$ cat config.mk
export PLATFORM = sky130hd
export DESIGN_NAME = button_conditioner
export DESIGN_NICKNAME = d
export VERILOG_FILES = /design/src/rtl/btn_pkg.sv /design/src/rtl/sync_2ff.sv /design/src/rtl/button_conditioner.sv
export SDC_FILE = /design/constraint.sdc
export NUM_CORES = 1
export LEC_CHECK = 0
export ABC_AREA = 1
export CAP_MARGIN = 20
export CORE_ASPECT_RATIO = 2
export CORE_MARGIN = 3
export CORE_UTILIZATION = 50
export CTS_BUF_LIST = sky130_fd_sc_hd__clkbuf_8
export CTS_CLUSTER_SIZE = 8
export DETAILED_ROUTE_END_ITERATION = 8
export HOLD_SLACK_MARGIN = 0.02
export PLACE_DENSITY = 0.67
export SYNTH_ARGS = -nofsm -noshare
export SYNTH_HDL_FRONTEND = slang
export SYNTH_SLANG_ARGS = --single-unit
export TNS_END_PERCENT = 5
$ cat constraint.sdc
create_clock -name clk -period 2.3 [get_ports clk]
set_clock_uncertainty 0.15 [all_clocks]
set_input_delay 0.23 -clock clk [delete_from_list [all_inputs] [get_ports clk]]
set_output_delay 0.23 -clock clk [all_outputs]
set_load 0.01 [all_outputs]
$ cat src/rtl/btn_pkg.sv
// Shared types and board defaults for the push-button conditioning blocks.
// Defaults assume the 100 MHz lab board clock.
package btn_pkg;

  typedef enum logic [1:0] {
    IDLE         = 2'd0,
    PRESS_WAIT   = 2'd1,
    HELD         = 2'd2,
    RELEASE_WAIT = 2'd3
  } btn_state_t;

  localparam int DEF_DEBOUNCE_CYCLES = 1_000_000;   // 10 ms
  localparam int DEF_REPEAT_DELAY    = 50_000_000;  // 500 ms
  localparam int DEF_REPEAT_PERIOD   = 10_000_000;  // 100 ms

endpackage

$ cat src/rtl/sync_2ff.sv
// Generic two-flop synchroniser for asynchronous switch/button inputs.
// Latency 2 clk cycles; no flow control, samples every cycle.
module sync_2ff #(
  parameter int WIDTH = 1
) (
  input  logic             clk,
  input  logic             reset,
  input  logic [WIDTH-1:0] d,
  output logic [WIDTH-1:0] q
);

  logic [WIDTH-1:0] meta;

  always_ff @(posedge clk or negedge reset) begin
    if (!reset) begin
      meta <= '0;
      q    <= '0;
    end else begin
      meta <= d;
      q    <= meta;
    end
  end

endmodule

$ cat src/rtl/button_conditioner.sv
// Raw bouncing button -> synchronised debounced level plus one-cycle press/release strobes.
// Press strobe DEBOUNCE_CYCLES+3 edges after a clean edge; no backpressure; BTN_AUTO_REPEAT_EN adds held repeats.
module button_conditioner
  import btn_pkg::*;
#(
  parameter int DEBOUNCE_CYCLES = DEF_DEBOUNCE_CYCLES,
  parameter int REPEAT_DELAY    = DEF_REPEAT_DELAY,
  parameter int REPEAT_PERIOD   = DEF_REPEAT_PERIOD,
  localparam int CNT_W          = $clog2(DEBOUNCE_CYCLES)
) (
  input  logic clk,
  input  logic reset,
  input  logic btn_in,
  output logic btn_level,
  output logic press_pulse,
  output logic release_pulse
);

  localparam logic [CNT_W-1:0] CNT_LAST = CNT_W'(DEBOUNCE_CYCLES - 1);

  if (DEBOUNCE_CYCLES < 2 || REPEAT_DELAY < 2 || REPEAT_PERIOD < 2) begin : g_param_check
    $error("button_conditioner: DEBOUNCE_CYCLES, REPEAT_DELAY and REPEAT_PERIOD must be >= 2");
  end

  logic             btn_sync;
  btn_state_t       state, state_nxt;
  logic [CNT_W-1:0] cnt, cnt_nxt;
  logic             level_nxt, press_nxt, release_nxt;
  logic             rpt_fire;

  sync_2ff #(.WIDTH(1)) u_sync (
    .clk   (clk),
    .reset (reset),
    .d     (btn_in),
    .q     (btn_sync)
  );

  always_ff @(posedge clk or negedge reset) begin
    if (!reset) begin
      state         <= IDLE;
      cnt           <= '0;
      btn_level     <= 1'b0;
      press_pulse   <= 1'b0;
      release_pulse <= 1'b0;
    end else begin
      state         <= state_nxt;
      cnt           <= cnt_nxt;
      btn_level     <= level_nxt;
      press_pulse   <= press_nxt;
      release_pulse <= release_nxt;
    end
  end

  // Counter is cleared on every transition, so it never passes CNT_LAST.
  always_comb begin
    state_nxt   = state;
    cnt_nxt     = cnt;
    level_nxt   = btn_level;
    press_nxt   = rpt_fire;
    release_nxt = 1'b0;
    unique case (state)
      IDLE: begin
        if (btn_sync) begin
          state_nxt = PRESS_WAIT;
          cnt_nxt   = '0;
        end
      end
      PRESS_WAIT: begin
        if (!btn_sync) begin
          state_nxt = IDLE;
          cnt_nxt   = '0;
        end else if (cnt == CNT_LAST) begin
          state_nxt = HELD;
          cnt_nxt   = '0;
          level_nxt = 1'b1;
          press_nxt = 1'b1;
        end else begin
          cnt_nxt = cnt + CNT_W'(1);
        end
      end
      HELD: begin
        if (!btn_sync) begin
          state_nxt = RELEASE_WAIT;
          cnt_nxt   = '0;
        end
      end
      RELEASE_WAIT: begin
        if (btn_sync) begin
          state_nxt = HELD;
          cnt_nxt   = '0;
        end else if (cnt == CNT_LAST) begin
          state_nxt   = IDLE;
          cnt_nxt     = '0;
          level_nxt   = 1'b0;
          release_nxt = 1'b1;
        end else begin
          cnt_nxt = cnt + CNT_W'(1);
        end
      end
      default: begin
        state_nxt = IDLE;
        cnt_nxt   = '0;
      end
    endcase
  end

`ifdef BTN_AUTO_REPEAT_EN
  localparam int RPT_MAX = (REPEAT_DELAY > REPEAT_PERIOD) ? REPEAT_DELAY : REPEAT_PERIOD;
  localparam int RPT_W   = $clog2(RPT_MAX);
  localparam logic [RPT_W-1:0] DELAY_LAST  = RPT_W'(REPEAT_DELAY - 1);
  localparam logic [RPT_W-1:0] PERIOD_LAST = RPT_W'(REPEAT_PERIOD - 1);

  logic [RPT_W-1:0] rpt_cnt;
  logic [RPT_W-1:0] rpt_target;
  logic             rpt_armed;

  // Once the first repeat has fired, later repeats use the shorter period.
  assign rpt_target = rpt_armed ? PERIOD_LAST : DELAY_LAST;
  assign rpt_fire   = (state == HELD) && btn_sync && (rpt_cnt == rpt_target);

  always_ff @(posedge clk or negedge reset) begin
    if (!reset) begin
      rpt_cnt   <= '0;
      rpt_armed <= 1'b0;
    end else if (state != HELD) begin
      rpt_cnt   <= '0;
      rpt_armed <= 1'b0;
    end else if (rpt_fire) begin
      rpt_cnt   <= '0;
      rpt_armed <= 1'b1;
    end else begin
      rpt_cnt <= rpt_cnt + RPT_W'(1);
    end
  end
`else
  assign rpt_fire = 1'b0;
`endif

endmodule
==> flow_summary.toml, run 1 <==
[run_status]
status = "complete, no violations"

[synthesis]
avgSynthCellArea_um2 = 7.39
yosysMostFrequentCell = "nand2_1"
yosysTopAreaCellShare_pct = 38.4
synth_area_leaders = "dfrtp_1 (38%), nand2_1 (18%), nand3_2 (5.7%)"
seq_area_frac_synth_pct = 38.4
yosys-top-cells-count = "nand2_1 (83), dfrtp_1 (27), inv_1 (25)"
synth_edf_count = 0
syn_area_mm2 = 0.00176
synthDistinctLibCells = 24
async_flop_share_pct = 100
ys_seq_elements = 27
netlist_instances = 238
synth_top_cell_by_area = "dfrtp_1"
yosys_warnings = 0
synth_nets = 242
synth_flop_cell = "dfrtp_1"

[power_and_ir_drop]
power.leakage_nw = 0.797
comb_power_share_pct = 18.4
clockPowerShare_pct = 27.3
intPower_uw = 684
swShare_pct = 32.1
power.density_mw_per_mm2 = 537
vdd_ir_drop_max_mv = 0.324
power_frac_seq_pct = 54.2
switchingPower_uw = 324

[layout]
antennaDiodeCount = 0
fin_cells = 274
drive_above_1_share_pct = 18.9
nFillCells = 324
areaGrowthSynthToFinish_pct = 6.69
nNetsFinal = 248

[hold_path]
hp-class = "in -> async"

[critical_path]
worst-path-max-fanout = 11
cp_cell_sequence = "ha_1, nand2_2, nor2_4, nand3_2, nor2_4, nor2_2, nand3_1, nand2_1"
worst_path_max_delay_cell = "nor2_2"
cp-start-kind = "flip-flop"
required_ps = 2370
rr_startpoint = "cnt[0]"
worstSetupPathType = "reg -> reg"
rr_worst_depth = 8
worst_path_largest_cell_delay_ps = 510
ff2ff_setup_slack_ps = 290
path_common_cell = "nor2_4"
timing.rr.end = "cnt[8]"
cp.depth = 8
end_kind = "flip-flop"
critPathBufInv = 0
cpLargestDelayFamily = "simple AND/OR/NAND/NOR gates"
critPathArrivalTime_ps = 2080

[detailed_routing]
viasPerCell = 5.24
dr_total_vias = 1437
wl_per_cell_um = 12.5
totalWireLength_mm = 3.42
drt-initial-drc-count = 20
ant_nets = 0
drc = 0
firstDrtPassIters = 4

[global_route]
globalRouteOverflowTotal = 0
antenna_found_initial = 0
grt_pass1_vias = 1430
grt_pass1_wl_mm = 6.00
grt_max_degree = 28
track_usage_pct = 18.4

[sta]
tightest_slew_ps = 658
fin_crit_ps = 2010
rsz0062_at_grt = "no"
tns_ps = 0
finalHoldViolations = 0
slew_headroom_pct = 56.1
setup_violations = 0
clock.fmax_mhz = 497
finalCritPeriodShare_pct = 87.5
drv_slew = 0

[cts]
cts.sinks = 27
cts_made_buffers = 3
post_cts_resized = 0
htreeDepth = 1
clock_insertion_delay_worst_skew_ps = 280
cts_buffer_depth = 2
cts_hold_buf = 0
ctsRootBufferMaster = "clkbuf_8"
clk_pin_slew_worst_paths_ps = 100
cts_setup_buffers = 0
cts_tree = "built"

[floorplanning]
std_cell_rows = 29
dieArea_mm2 = 0.00431
start_util_pct = 53.8
core_mm2 = 0.00327
die_height_um = 89.9
pin_count = 6
die_x_um = 47.9

[placement]
dp_hpwl_mm = 2.62
dp_cells = 270
io_buffers = 5
place.gp.congestion = 0.886

[job]
max_cap_violations = 0
-- worst max path at each step --
stage	startpoint	to	slack (ps)
after floorplan	cnt[0]	cnt[3]	640
after global placement	cnt[0]	cnt[8]	290
after detailed placement	cnt[0]	cnt[8]	260
after CTS	cnt[0]	cnt[8]	240
after global routing	cnt[0]	cnt[8]	100
final	cnt[0]	cnt[8]	290
-- state kept, by name, summed over array words and instances, names as in the netlist, named ones only --
name           cells
cnt               20
btn_level          1
press_pulse        1
release_pulse      1
state              1
u_sync.meta        1
u_sync.q           1
-- layer usage --
metal	wire, µm	vias up	track usage, %
li1	-	756	-
met1	1470	664	21.8
met2	1810	11	31.3
met3	42	6	1.20
met4	92	0	8.09
met5	0	-	0
-- metrics by stage --
stage / total power, mW / area, µm² / hold WS [ps] / util (%) / worst slack [ps]
2_1_floorplan: 0.700 / 1760 / -216 / - / 640
3_5_place_dp: 0.747 / 1830 / 191 / 56.0 / 259
4_1_cts: 1.02 / 1880 / 184 / 57.4 / 239
3_3_place_gp: 0.748 / 1830 / 184 / 56.0 / 287
6_report: 1.01 / 1880 / 178 / 57.4 / 287
5_1_grt: 1.07 / 1880 / 216 / 57.4 / 101
-- power by group through the flow --
stage	registers (mW)	clock network [mW]	logic, mW
after detailed placement	0.556	0	0.191
final	0.547	0.276	0.186
after global routing	0.553	0.308	0.208
after floorplan	0.532	0	0.168
after global placement	0.556	0	0.192
after CTS	0.547	0.286	0.192
-- logic make-up (layout without fill, tap and decap cells) --
kind of cell / count (synthesis) / count (layout) / synth area share (%)
AO/OA/AOI/OAI: 18 / 18 / 9.11
adder cells (fa/ha/maj): 1 / 1 / 0.712
flip-flops: 27 / 27 / 38.4
AND/OR/NAND/NOR: 153 / 153 / 41.5
buffers and inverters: 35 / 40 / 8.26
XOR/XNOR: 4 / 4 / 1.99
-- area by class of cell --
type	instances	area (µm²)	area share, %
timing repair buffer	8	72.6	3.87
sequential	27	676	36.0
clock inverter	1	5.00	0.267
multi-input combinational	176	937	50.0
tap	31	38.8	2.07
clock buffer	3	41.3	2.20
inverter	28	105	5.60
-- cell usage in the layout (no fill, tap or decap), types with 2 or more instances in the layout --
master,Yosys,final
nand4_1,10,10
o22ai_2,5,5
nand2_2,4,4
clkbuf_8,0,3
nor2_4,3,3
nand3_2,10,10
nor2_2,8,8
xor2_1,3,3
inv_1,25,25
o21ai_2,4,4
nor2_1,23,23
nand3_1,10,10
o21ai_0,6,6
clkdlybuf4s50_1,0,5
dfrtp_1,27,27
nor3_1,2,2
inv_2,3,3
nand2_1,83,83
buf_4,0,3
Power figures use the tool's default switching activity.
==> inputs of run 2 (changes only) <==
--- a/config.mk
+++ b/config.mk
@@ -9,12 +9,12 @@
 export CAP_MARGIN = 20
 export CORE_ASPECT_RATIO = 2
 export CORE_MARGIN = 3
-export CORE_UTILIZATION = 50
+export CORE_UTILIZATION = 60
 export CTS_BUF_LIST = sky130_fd_sc_hd__clkbuf_8
 export CTS_CLUSTER_SIZE = 8
 export DETAILED_ROUTE_END_ITERATION = 8
-export HOLD_SLACK_MARGIN = 0.02
-export PLACE_DENSITY = 0.67
+export HOLD_SLACK_MARGIN = 0.1
+export PLACE_DENSITY = 0.78
 export SYNTH_ARGS = -nofsm -noshare
 export SYNTH_HDL_FRONTEND = slang
 export SYNTH_SLANG_ARGS = --single-unit
==> run 2 against run 1 <==
Against the previous run:
- final area down 0.60%
- die area down 15%
- sequential power about the same
- wire length up 0.67%
- power down 0.24%
- setup slack better by 5.6 ps
- critical path depth unchanged
- worst hold slack better by 4.1 ps
- first-iteration DRC count up 140%
==> flow_summary.toml, run 2 (same netlist as run 1, synthesis figures left out) <==
[detailed_routing]
totalWireLength_mm = 3.44
firstDrtPassIters = 4
dr_total_vias = 1484
drc = 0
wl_per_cell_um = 12.7
drt-initial-drc-count = 48
ant_nets = 0
viasPerCell = 5.48

[sta]
rsz0062_at_grt = "no"
tns_ps = 0
tightest_slew_ps = 644
finalCritPeriodShare_pct = 87.3
setup_violations = 0
finalHoldViolations = 0
slew_headroom_pct = 57.0
fin_crit_ps = 2010
clock.fmax_mhz = 498
fin_hold_ws_ps = 182
layout_setup_ws_ps = 292
drv_slew = 0

[global_route]
globalRouteOverflowTotal = 0
antenna_found_initial = 0
grt_pass1_vias = 1484
grt_max_degree = 28
track_usage_pct = 21.8
grt_pass1_wl_mm = 6.07

[layout]
final_area_mm2 = 0.00186
nNetsFinal = 247
final_util_pct = 67.3
areaGrowthSynthToFinish_pct = 6.05
fin_cells = 271
final_cell_mix = "nand2_1 (83), dfrtp_1 (27), inv_1 (26)"
drive_above_1_share_pct = 18.2
antennaDiodeCount = 0
largest_reg_flops = 20
regMostFlops = "cnt"
final_common_cell = "nand2_1"

[critical_path]
cpLargestDelayFamily = "simple AND/OR/NAND/NOR gates"
required_ps = 2370
end_kind = "flip-flop"
critPathBufInv = 0
worst_path_max_delay_cell = "nor2_2"
critPathArrivalTime_ps = 2070
path_common_cell = "nor2_4"
worstSetupPathType = "reg -> reg"
worst-path-max-fanout = 11
worst_path_largest_cell_delay_ps = 500
cp_cell_sequence = "ha_1, nand2_2, nor2_4, nand3_2, nor2_4, nor2_2, nand3_1, nand2_1"
cp-start-kind = "flip-flop"

[cts]
post_cts_resized = 0
ctsRootBufferMaster = "clkbuf_8"
cts_buffer_depth = 2
cts_setup_buffers = 0
htreeDepth = 1
cts_made_buffers = 3
clk_pin_slew_worst_paths_ps = 90
cts_tree = "built"
cts_hold_buf = 0
clock_insertion_delay_worst_skew_ps = 270
cts.sinks = 27

[placement]
place_ws_ps = 274
io_buffers = 5
dp_hpwl_mm = 2.63
dp_cells = 267
dpl_cell_area_mm2 = 0.00182
place.gp.congestion = 0.839

[floorplanning]
core_mm2 = 0.00277
pin_count = 6
die_x_um = 44.3
die_height_um = 82.6
start_util_pct = 63.5
std_cell_rows = 27
dieArea_mm2 = 0.00365

[power_and_ir_drop]
vdd_ir_drop_max_mv = 0.299
power.density_mw_per_mm2 = 539
finalPower_mw = 1.01
power.leakage_nw = 0.793

[hold_path]
hp-class = "in -> async"

[run_status]
status = "complete, no violations"

[job]
max_cap_violations = 0
-- run 2: cell type report --
cell class / count / area [µm²]
Tap cell: 29 / 36.3
Timing Repair Buffer: 7 / 65.1
Inverter: 28 / 105
Clock buffer: 3 / 41.3
Clock inverter: 1 / 3.75
Sequential cell: 27 / 676
Multi-Input combinational cell: 176 / 937
Fill cell: 252 / 906
-- run 2: worst paths after layout --
check                            start       end  slack [ps]  cells past startpoint
min                              reset    cnt[3]         180                      2
max                             cnt[0]    cnt[8]         290                      8
max reg2reg                     cnt[0]    cnt[8]         290                      8
min in group clk           u_sync.meta  u_sync.q         210                      0
max in group asynchronous        reset   cnt[13]        1570                      2
min reg2reg                u_sync.meta  u_sync.q         210                      0
-- run 2: worst reg2reg max path: stages, from the launching register on --
cell and delay [ps]:
dfrtp_1 470, ha_1 270, nand2_2 120, nor2_4 60
nand3_2 110, nor2_4 50, nor2_2 500, nand3_1 130
nand2_1 90
-- run 2: routing by layer --
layer / wire length [µm] / track usage, %
met5: 0 / 0
met4: 82 / 8.46
met3: 97 / 2.17
met2: 1860 / 42.1
met1: 1390 / 22.9
-- run 2: report_power, final --
| group | total (mW) | switching [mW] | internal [mW] |
|---|---|---|---|
| logic | 0.188 | 0.126 | 0.0621 |
| clock network | 0.269 | 0.149 | 0.120 |
| registers | 0.549 | 0.0483 | 0.501 |
